--- src/rtl/reg_dump_unit_pkg.sv ---
`default_nettype none
// ============================================================================
// Module   : reg_dump_unit_pkg
// Brief    : Shared types and constants for the register dump unit.
//            Holds the FSM state encoding and the beat index constants.
// Revision : 1.0 - initial release
// ============================================================================
package reg_dump_unit_pkg;

  // Number of architectural registers streamed before the optional PC beat
  localparam int NUM_REGS   = 32;

  // Width of the beat index: 0..31 registers, 32 = PC
  localparam int DUMP_IDX_W = 6;

  // Beat index carrying the captured PC
  localparam logic [DUMP_IDX_W-1:0] PC_INDEX       = 6'd32;

  // Beat index of the final register-file entry
  localparam logic [DUMP_IDX_W-1:0] LAST_REG_INDEX = 6'(NUM_REGS - 1);

  // Dump sequencer states
  typedef enum logic [1:0] {
    IDLE   = 2'd0,
    FREEZE = 2'd1,
    SEND   = 2'd2,
    FINISH = 2'd3
  } dump_state_e;

endpackage : reg_dump_unit_pkg
`default_nettype wire

--- src/rtl/reg_dump_unit.sv ---
`default_nettype none
// ============================================================================
// Module   : reg_dump_unit
// Brief    : On request, stalls the core, waits for in-flight writebacks to
//            retire, then streams all 32 register-file entries and optionally
//            the PC over a valid/ready port. One FSM carries both the settle
//            counter and the beat sequencer; the output beat is held in its
//            registers while the sink stalls, so no skid buffer is needed.
// Revision : 1.0 - initial release
// ============================================================================
module reg_dump_unit
  import reg_dump_unit_pkg::*;
#(
  parameter int SETTLE_CYCLES = 4,     // cycles spent in FREEZE, 1..15
  parameter bit INCLUDE_PC    = 1'b1   // 1 = append PC beat after registers
) (
  input  logic        clk,
  input  logic        rst_n,
  input  logic        start,
  input  logic [31:0] pc_in,
  output logic        cpu_stall,
  output logic [4:0]  rf_rd_addr,
  input  logic [31:0] rf_rd_data,
  output logic        dump_valid,
  input  logic        dump_ready,
  output logic [5:0]  dump_index,
  output logic [31:0] dump_data,
  output logic        busy,
  output logic        done
);

  // Value loaded into the settle counter on entry to FREEZE; FREEZE lasts
  // until the counter has been observed at zero, i.e. SETTLE_CYCLES cycles.
  localparam logic [3:0] c_settle_load = 4'(SETTLE_CYCLES - 1);

  dump_state_e r_state;
  logic [3:0]  r_settle_cnt;
  logic [31:0] r_pc;

  logic        w_fire;
  logic        w_last_reg;
  logic        w_last_beat;
  logic [4:0]  w_rd_addr;

  // A beat is accepted on the edge where the sink takes the presented beat
  assign w_fire      = (r_state == SEND) && dump_valid && dump_ready;
  assign w_last_reg  = (dump_index == LAST_REG_INDEX);
  assign w_last_beat = INCLUDE_PC ? (dump_index == PC_INDEX) : w_last_reg;

  // RF read address: the next register is looked up in the cycle the current
  // beat is accepted, so back-to-back beats need no extra read cycle. When
  // leaving FREEZE the default of zero fetches register 0 for the first beat.
  always_comb begin
    w_rd_addr = 5'd0;
    if (w_fire && (dump_index < LAST_REG_INDEX)) begin
      w_rd_addr = dump_index[4:0] + 5'd1;
    end
  end

  assign rf_rd_addr = w_rd_addr;

  // Dump sequencer: settle wait, beat streaming and completion handshake
  always_ff @(posedge clk or negedge rst_n) begin
    if (!rst_n) begin
      r_state      <= IDLE;
      r_settle_cnt <= 4'd0;
      r_pc         <= 32'd0;
      cpu_stall    <= 1'b0;
      dump_valid   <= 1'b0;
      dump_index   <= 6'd0;
      dump_data    <= 32'd0;
      busy         <= 1'b0;
      done         <= 1'b0;
    end else begin
      case (r_state)
        IDLE: begin
          done <= 1'b0;
          if (start) begin
            r_state      <= FREEZE;
            r_settle_cnt <= c_settle_load;
            cpu_stall    <= 1'b1;
            busy         <= 1'b1;
          end
        end

        FREEZE: begin
          if (r_settle_cnt == 4'd0) begin
            // Pipeline has drained: snapshot the PC and present register 0
            r_pc       <= pc_in;
            dump_data  <= rf_rd_data;
            dump_index <= 6'd0;
            dump_valid <= 1'b1;
            r_state    <= SEND;
          end else begin
            r_settle_cnt <= r_settle_cnt - 4'd1;
          end
        end

        SEND: begin
          if (w_fire) begin
            if (w_last_beat) begin
              dump_valid <= 1'b0;
              done       <= 1'b1;
              r_state    <= FINISH;
            end else if (w_last_reg) begin
              // Only reachable with the PC beat enabled
              dump_data  <= r_pc;
              dump_index <= PC_INDEX;
            end else begin
              dump_data  <= rf_rd_data;
              dump_index <= dump_index + 6'd1;
            end
          end
        end

        FINISH: begin
          // done has been high for this one cycle; release the core
          done      <= 1'b0;
          cpu_stall <= 1'b0;
          busy      <= 1'b0;
          r_state   <= IDLE;
        end

        default: begin
          r_state <= IDLE;
        end
      endcase
    end
  end

endmodule : reg_dump_unit
`default_nettype wire

--- config.mk ---
export PLATFORM = sky130hd
export DESIGN_NAME = reg_dump_unit
export DESIGN_NICKNAME = d
export VERILOG_FILES = /design/src/rtl/reg_dump_unit_pkg.sv /design/src/rtl/reg_dump_unit.sv
export SDC_FILE = /design/constraint.sdc
export NUM_CORES = 1
export LEC_CHECK = 0
export ABC_CLOCK_PERIOD_IN_PS = 2029
export CORE_AREA = 2 2 95 107
export DETAILED_ROUTE_END_ITERATION = 10
export DIE_AREA = 0 0 97 109
export PLACE_DENSITY_LB_ADDON = 0.05
export SYNTH_ARGS = -nofsm -noshare
export SYNTH_HDL_FRONTEND = slang
export SYNTH_SLANG_ARGS = --single-unit
--- constraint.sdc ---
create_clock -name clk -period 2.03 [get_ports clk]
set_input_delay 0.406 -clock clk [delete_from_list [all_inputs] [get_ports clk]]
set_output_delay 0.406 -clock clk [all_outputs]
set_load 0.01 [all_outputs]
After elaboration in Yosys (flattened, before gate mapping)
Cells that the tools add are included.
W data, S select, Z words.
{"block": "totals", "register_bits": 79, "inputBits": 68, "out_inout_bits": 47, "wordCells": 68}
{"block": "op_classes", "addsub": 3, "magnitude_cmp": 1, "eq_ne": 11, "n_mux": 28, "reduce_logical": 17}
{"op": "$mux W32", "count": 4}
{"op": "$pmux W32 S2", "count": 1}
{"op": "$mux W6", "count": 4}
{"op": "$ne A2 B2 Y1 const B", "count": 6}
{"op": "$pmux W6 S2", "count": 1}
{"op": "$reduce_and A4 Y1", "count": 3}
{"op": "$mux W2", "count": 4}
{"op": "$mux W4", "count": 2}
{"op": "$pmux W2 S4", "count": 1}
{"op": "$pmux W4 S2", "count": 1}
{"op": "$reduce_bool A2 Y1", "count": 4}
{"op": "$add A6 B1 Y6 const B", "count": 1}
{"op": "$eq A6 B5 Y1 const B", "count": 1}
{"op": "$eq A6 B6 Y1 const B", "count": 1}
{"op": "$lt A6 B5 Y1 const B", "count": 1}
{"op": "$mux W1", "count": 6}
{"op": "$pmux W1 S2", "count": 3}
{"op": "$reduce_and A3 Y1", "count": 2}
{"op": "$add A5 B1 Y5 const B", "count": 1}
{"op": "$mux W5", "count": 1}
{"op": "$eq A2 B2 Y1 const B", "count": 2}
{"op": "$logic_not A4 Y1", "count": 1}
{"op": "$reduce_and A2 Y1", "count": 2}
{"op": "$sub A4 B1 Y4 const B", "count": 1}
{"op": "4 further kinds", "count": 6}

Longest topological paths before layout
Gate-level depths: netlist of run 1.
{"block": "depth", "depth_word": 5, "mapped_depth": 8, "depth_no_buf": 6}

Worst setup path before layout of run 1
OpenSTA, ideal clock, no wires.
{"block": "synth_timing", "path_kind": "reg-to-reg", "start": "register r_state[0]", "end": "register dump_data[10]", "setup_ns": 0.125, "arrival_time_ns": 1.919, "t_required_ns": 1.905, "path_slack_ns": -0.014, "stages_incl_launch_ff": 9, "n_path_buf": 2, "period_less_slack_ns": 2.044, "path_cell_list": "dfrtp_1 > inv_1 > ha_1 > buf_2 > nand4b_1 > nor2_4 > clkbuf_4 > mux2_2 > mux2_4"}
{"block": "synth_via", "elab_chain_len": 5, "word_cells_on_any_way": 10, "cone_classes": "eq/ne: 5; mux: 1; reduce/logical: 4"}
{"item": "start, declared", "line_no": "reg_dump_unit.sv:36", "text": "dump_state_e r_state;"}
{"item": "start signal, assigned", "line_no": "reg_dump_unit.sv:65", "text": "r_state <= IDLE;"}
{"item": "start signal, assigned", "line_no": "reg_dump_unit.sv:79", "text": "r_state <= FREEZE;"}
{"item": "start signal, assigned", "line_no": "reg_dump_unit.sv:93", "text": "r_state <= SEND;"}
{"item": "$eq A2 B2 Y1", "line_no": "reg_dump_unit.sv:46, reg_dump_unit.sv:75"}
{"item": "$logic_and A1 B1 Y1 (2 in a row)", "line_no": "reg_dump_unit.sv:46", "text": "assign w_fire = (r_state == SEND) && dump_valid && dump_ready;"}
{"item": "$ne A2 B2 Y1 (no source line)"}
{"item": "$reduce_and A4 Y1 (no source line)"}
{"item": "end signal, assigned", "line_no": "reg_dump_unit.sv:90", "text": "dump_data <= rf_rd_data;"}
{"item": "end signal, assigned", "line_no": "reg_dump_unit.sv:107", "text": "dump_data <= r_pc;"}
{"item": "end signal, assigned", "line_no": "reg_dump_unit.sv:110", "text": "dump_data <= rf_rd_data;"}
{"item": "end, declared", "line_no": "reg_dump_unit.sv:27", "text": "output logic [31:0] dump_data,"}
Parallel ways exist; a longest one is shown, timed or not.
A chain may end at the register's enable or synchronous reset.

Final worst setup path of run 1
{"block": "layout_timing", "start": "register r_state[0]", "end": "register dump_data[29]"}
Same word-level chain as after synthesis.

==> results of run 1 <==
==> metal layers <==
metal | vias to the layer above | GRT usage, %
li1 | 1328 | -
met1 | 1416 | 22.03
met2 | 68 | 28.32
met3 | 9 | 5.128
met4 | 0 | 5.332
met5 | - | 0
==> kinds of logic (layout without fill, tap and decap cells) <==
family / count (synthesis) / after routing / share of synthesized area (%)
xor gates and xnor gates: 3 / 3 / 0.6582
DFF: 79 / 79 / 49.51
buffers and inverters: 30 / 178 / 4.951
and+or+nand+nor: 48 / 48 / 7.145
adders and majority gates: 7 / 7 / 2.194
muxes: 100 / 100 / 30.46
AOI/OAI and AO/OA: 27 / 27 / 5.077
==> power by group through the flow <==
stage	Combinational, mW	Clock [mW]	Sequential (mW)
2_1_floorplan	2.10	0	2.94
3_3_place_gp	3.66	0	2.84
3_5_place_dp	3.72	0	2.87
4_1_cts	3.76	1.07	2.86
5_1_grt	4.28	1.15	2.97
6_report	3.98	1.04	2.86
==> worst reg2reg max path, cell delays in order, from the launching register on <==
cell	delay (ps)
dfrtp_1	390
inv_2	80
ha_4	160
nand4b_1	190
nor2_4	220
buf_12	190
mux2_2	350
mux2_4	260
==> cell type report <==
type                            instances  area (sq um)
Tap cell                              120         150.1
Clock inverter                          3         20.02
Multi-Input combinational cell        185          1909
Clock buffer                           12         145.1
Inverter                               13         48.80
Fill cell                             807          3820
Sequential cell                        79          1978
Timing Repair Buffer                  150          1485
==> repair_timing <==
item / CTS / global route
buffers inserted: 0 / 7
setup endpoints to repair: 14 / 39
gates cloned: 0 / 2
hold buffers: 1 / 0
hold endpoints to repair: 22 / 0
resized for setup: 19 / 20
pin swaps: 0 / 2
==> registers in the layout (all words and copies together) (netlist names) <==
register	cells
r_settle_cnt	4
done	1
r_pc	32
busy	1
dump_data	32
r_state	2
dump_valid	1
dump_index	6
==> Yosys cell counts (all sizes together), types with 2 or more instances <==
library cell	n	share of area, %
mux2	97	30
dfrtp	79	50
buf	15	3.4
inv	13	1.2
nor2	13	1.4
nand2	11	1.0
o21ai	10	1.3
ha	7	2.2
nor3	6	0.88
a21oi	5	0.91
mux2i	3	0.75
nand3	3	0.38
nor2b	3	0.47
o211ai	3	0.56
or4	3	0.60
clkbuf	2	0.28
nand4b	2	0.44
or3	2	0.31
xnor2	2	0.44
==> through the flow <==
step / area [sq um] / util [%] / instances / TNS, ps / hold slack [ps]
after floorplan: 3999 / - / 294 / 0 / 110.4
after global placement: 5405 / 56.56 / 537 / -4554 / 337.0
after detailed placement: 5405 / 56.56 / 537 / -5730 / 337.5
after CTS: 5609 / 58.69 / 553 / -52.38 / 501.5
after global routing: 5737 / 60.03 / 562 / -31.97 / 520.7
final: 5737 / 60.03 / 562 / 0 / 502.4
==> worst max-delay path by stage <==
stage | startpoint | end | depth (start not counted)
after global placement | dump_ready | rf_rd_addr[3] | 6
after global routing | dump_index[0] | dump_index[5] | 9
after detailed placement | dump_ready | rf_rd_addr[3] | 6
final | r_state[0] | dump_data[29] | 7
after floorplan | r_state[0] | dump_data[0] | 8
after CTS | dump_index[0] | dump_index[5] | 9
==> flow_summary.yaml, run 1 <==
power_and_ir_drop:
  p_per_area_nw_per_um2: 1374
  p_leak_nw: 2.333
  ir_drop_mv: 0.6703
  pwr-share-clk_pct: 13.2
  power.internal_mw: 5.340
  netSwitchingPower_mw: 2.545
  p_sw_share_pct: 32.28
  seqPwrFrac_pct: 36.3
  finalPower_mw: 7.885
  pwr-share-comb_pct: 50.5
placement:
  gp_congestion: 0.7963
  port_buffers: 114
  dp_hpwl_microns: 6360
  dp_slack_ps: -253.4
setup_path:
  worst_ep_required_time_ps: 2260
  r2r_slack_ps: 70
  crit_buf_inv: 2
  end_kind: "flip-flop"
  cp.arrival_ps: 2190
  crit_chain: "inv_2 -> ha_4 -> nand4b_1 -> nor2_4 -> buf_12 -> mux2_2 -> mux2_4"
  crit_fanout: 19
  rr_startpoint: "r_state[0]"
  reg2reg_depth: 7
  crit_family: "multiplexers"
  max_stage_delay_ps: 390
  worstSetupStartpointType: "flip-flop"
  crit_slowest_cell: "dfrtp_1"
  r2r_end: "dump_data[29]"
  path_class: "reg -> reg"
status:
  status: "finished, final reports clean"
timing:
  slew_headroom_pct: 77.53
  tightest_slew_ps: 337.1
  timing.fmax_mhz: 509.3
  hold_viol: 0
  fin_ws_ps: 66.42
  min_period_ps: 1964
  final_max_slew_viol_count: 0
  skew_ps: 6.557
  period_share_pct: 96.73
  rsz0062_at_grt: "true"
  setup_viol: 0
final_layout:
  area_growth_pct: 43.69
  layout_commonest_cell: "clkdlybuf4s50_1"
  final_cell_mix: "108 x clkdlybuf4s50_1, 78 x dfrtp_1, 72 x mux2_2, 25 x mux2_4, 25 x buf_4"
  nets: 513
  drive_gt1_share_pct: 39.14
  n_antenna_cell: 0
synthesis:
  avgSynthCellArea_sq_um: 13.58
  ys_warn_count: 0
  synth_cell_types: 45
  synth_nets: 369
  syn_inst: 294
  synth-async-reset-ratio_pct: 100.0
  netlist_area_sq_um: 3993
  synth_enable_flop_cells: 0
  ys_seq_elements: 79
  synth-main-ff-cell: "dfrtp_1"
  yosysSeqAreaShare_pct: 49.51
detailed_routing:
  vias: 2821
  drc_errors: 0
  wire_per_inst_microns: 16.33
  avgViaCountPerCell: 5.020
  top_layer: "met4"
  wl_microns: 9176
  wl_met3_microns: 468
  met2WireLength_microns: 4529
  dr.pass1.iters: 4
  drt_iter0_markers: 84
  postRouteAntennaNets: 0
  m1WireLength_microns: 4066
floorplan:
  start_util_pct: 41.78
  die_x_microns: 97
  dieArea_sq_um: 10570
  io_pins: 115
  core_sq_um: 9557
  rows: 38
  die_y_microns: 109
grt:
  grt_pass1_wl_microns: 14460
  grt_pass1_vias: 2939
  track_usage_pct: 17.19
  grt_antenna_before_repair: 0
  grt_overflow: 0
  grt_max_degree: 35
cts:
  cts_root_buffer: "clkbuf_8"
  clock_latency_ps: 340
  htreeDepth: 3
  cts-buffers-inserted: 9
  cts_sinks: 79
  cts_buffer_depth: 2
  cts.clk_slew.worst_paths_ps: 80
  tritoncts: "done"
job:
  drv_cap: 0
min_path:
  hold_class: "in -> async"
Note: power is estimated with default switching activity, not from simulation.
==> inputs of run 2 (changes only) <==
--- a/config.mk
+++ b/config.mk
@@ -6,10 +6,13 @@
 export NUM_CORES = 1
 export LEC_CHECK = 0
 export ABC_CLOCK_PERIOD_IN_PS = 2029
-export CORE_AREA = 2 2 95 107
+export CELL_PAD_IN_SITES_DETAIL_PLACEMENT = 0
+export CELL_PAD_IN_SITES_GLOBAL_PLACEMENT = 1
+export CORE_AREA = 2 2 107 119
 export DETAILED_ROUTE_END_ITERATION = 10
-export DIE_AREA = 0 0 97 109
+export DIE_AREA = 0 0 109 121
 export PLACE_DENSITY_LB_ADDON = 0.05
+export SLEW_MARGIN = 20
 export SYNTH_ARGS = -nofsm -noshare
 export SYNTH_HDL_FRONTEND = slang
 export SYNTH_SLANG_ARGS = --single-unit
==> run 2 against run 1 <==
  * Total power is 11% higher
  * First-iteration DRC count up 13%
  * Wire length rose by 12%
  * Via count fell by 0.11%
  * Clock skew grew 2.6 ps
  * Global-route usage fell by 1.6 points
  * Highest routed layer unchanged
  * The run now ends with setup timing left
  * Final area increased by 6.4%
  * Register-to-register slack got worse by 80 ps
  * Largest cell class is now multi-input gates
  * Non-clock buffer count increased by 8
  * Flip-flop and latch count did not move
  * Final cell count rose by 7.5%
  * Die area increased by 25%
==> flow_summary.yaml, run 2 (synthesis results as in run 1) <==
cts:
  cts_sinks: 79
  htreeDepth: 3
  cts-buffers-inserted: 9
  cts.clk_slew.worst_paths_ps: 70
  clock_latency_ps: 330
  tritoncts: "done"
  cts_hold_buf: 0
  cts_buffer_depth: 2
  cts_root_buffer: "clkbuf_16"
final_layout:
  final_cell_mix: "107 x clkdlybuf4s50_1, 78 x dfrtp_1, 54 x mux2_2, 43 x mux2_4, 32 x buf_4"
  reg_top3: "dump_data x32, r_pc x32, dump_index x6"
  drive_gt1_share_pct: 41.56
  area_growth_pct: 52.93
  layout_commonest_cell: "clkdlybuf4s50_1"
  nets: 521
  n_antenna_cell: 0
power_and_ir_drop:
  p_per_area_nw_per_um2: 1428
  netSwitchingPower_mw: 2.742
  ir_drop_mv: 0.5099
  p_leak_nw: 2.513
  pwr-share-comb_pct: 48.2
  p_sw_share_pct: 31.45
  power.internal_mw: 5.975
  pwr-share-clk_pct: 18.7
  seqPwrFrac_pct: 33.0
placement:
  port_buffers: 114
  dp_slack_ps: -369.5
  gp_congestion: 0.7260
  dp_hpwl_microns: 6805
floorplan:
  die_x_microns: 109
  dieArea_sq_um: 13190
  die_y_microns: 121
  io_pins: 115
  rows: 42
  start_util_pct: 33.47
  core_sq_um: 11930
timing:
  tightest_slew_ps: 484.8
  setup_viol: 4
  hold_viol: 0
  timing.fmax_mhz: 489.6
  fin_tns_setup_ps: -34.40
  slew_headroom_pct: 67.68
  final_max_slew_viol_count: 0
  min_period_ps: 2043
  fin_ws_ps: -12.52
  period_share_pct: 100.6
  skew_ps: 9.183
  rsz0062_at_grt: "true"
grt:
  grt_pass1_vias: 2992
  grt_pass1_wl_microns: 15350
  track_usage_pct: 15.59
  grt_antenna_before_repair: 0
  grt_overflow: 0
  grt_max_degree: 35
min_path:
  hold_class: "in -> async"
status:
  status: "complete, but fails checks"
  violations: "setup timing"
detailed_routing:
  avgViaCountPerCell: 4.666
  drc_errors: 0
  vias: 2818
  dr.pass1.iters: 4
  wl_microns: 10310
  wire_per_inst_microns: 17.06
  postRouteAntennaNets: 0
  drt_iter0_markers: 95
setup_path:
  cp.arrival_ps: 2260
  path_class: "reg -> reg"
  worst_ep_required_time_ps: 2250
  worstSetupStartpointType: "flip-flop"
  end_kind: "flip-flop"
  crit_fanout: 5
job:
  drv_cap: 0
## run 2: cell count changes in the layout (fill, tap and decap cells not counted), sizes merged
| cell | previous run | this run |
|---|---|---|
| dlygate4sd3 | 1 | 0 |
| bufinv | 0 | 1 |
| dlygate4sd2 | 0 | 1 |
| clkdlybuf4s15 | 0 | 1 |
| clkinv | 1 | 2 |
| buf | 37 | 45 |
| clkdlybuf4s50 | 108 | 107 |
| clkbuf | 16 | 14 |
## run 2: final timing paths
path | from | end | slack (ps) | cells after the start
min in group clk | r_pc[17] | r_pc[17] | 500 | 1
hold / removal | rst_n | dump_index[4] | 20 | 1
setup / recovery | r_state[0] | dump_data[14] | -10 | 8
max in group asynchronous | rst_n | dump_index[2] | 1340 | 2
setup reg to reg | r_state[0] | dump_data[14] | -10 | 8
hold reg to reg | r_pc[17] | r_pc[17] | 500 | 1
## run 2: area by class of cell
cell class / count / area, sq um
multi-input cells: 185 / 1994
repair buffers: 158 / 1594
clock buffers: 10 / 239.0
well taps: 154 / 192.7
flip-flops and latches: 79 / 1978
clock inverters: 5 / 58.81
fillers: 1092 / 5823
inverters: 13 / 48.80
## run 2: worst max-delay path, stage by stage, from the launching register on
cell,delay (ps)
dfrtp_1,390
inv_2,90
ha_4,170
nand4b_1,200
nor2_4,200
buf_6,140
clkbuf_16,150
mux2_2,330
mux2_4,260
## run 2: power by group through the flow
stage / Clock [mW] / Combinational (mW) / Sequential [mW]
CTS: 1.68 / 4.00 / 2.88
global placement: 0 / 3.76 / 2.86
detailed placement: 0 / 3.82 / 2.86
floorplan: 0 / 2.10 / 2.94
finish: 1.63 / 4.21 / 2.88
global route: 1.76 / 4.53 / 2.98
## run 2: what timing repair did
item                                    CTS  global route
resized for setup                        23            41
endpoints found under the setup margin   41            38
pin swaps                                 1             5
cloned                                    1             4
setup buffers                             3             9
## run 2: layer usage
layer / GRT usage, % / wire length [microns]
met3: 5.639 / 591
met1: 18.89 / 4395
met4: 4.968 / 122
met5: 0 / 0
met2: 25.62 / 5197
## run 2: through the flow
step	instance area [sq um]	util (%)	total power, mW	hold WS (ps)	instances
2_1_floorplan	3999	-	5.046	110.4	294
3_3_place_gp	5458	45.75	6.621	400.3	574
3_5_place_dp	5458	45.75	6.681	404.0	574
4_1_cts	5862	49.14	8.557	41.12	593
5_1_grt	6106	51.19	9.270	43.30	604
6_report	6106	51.19	8.717	17.64	604
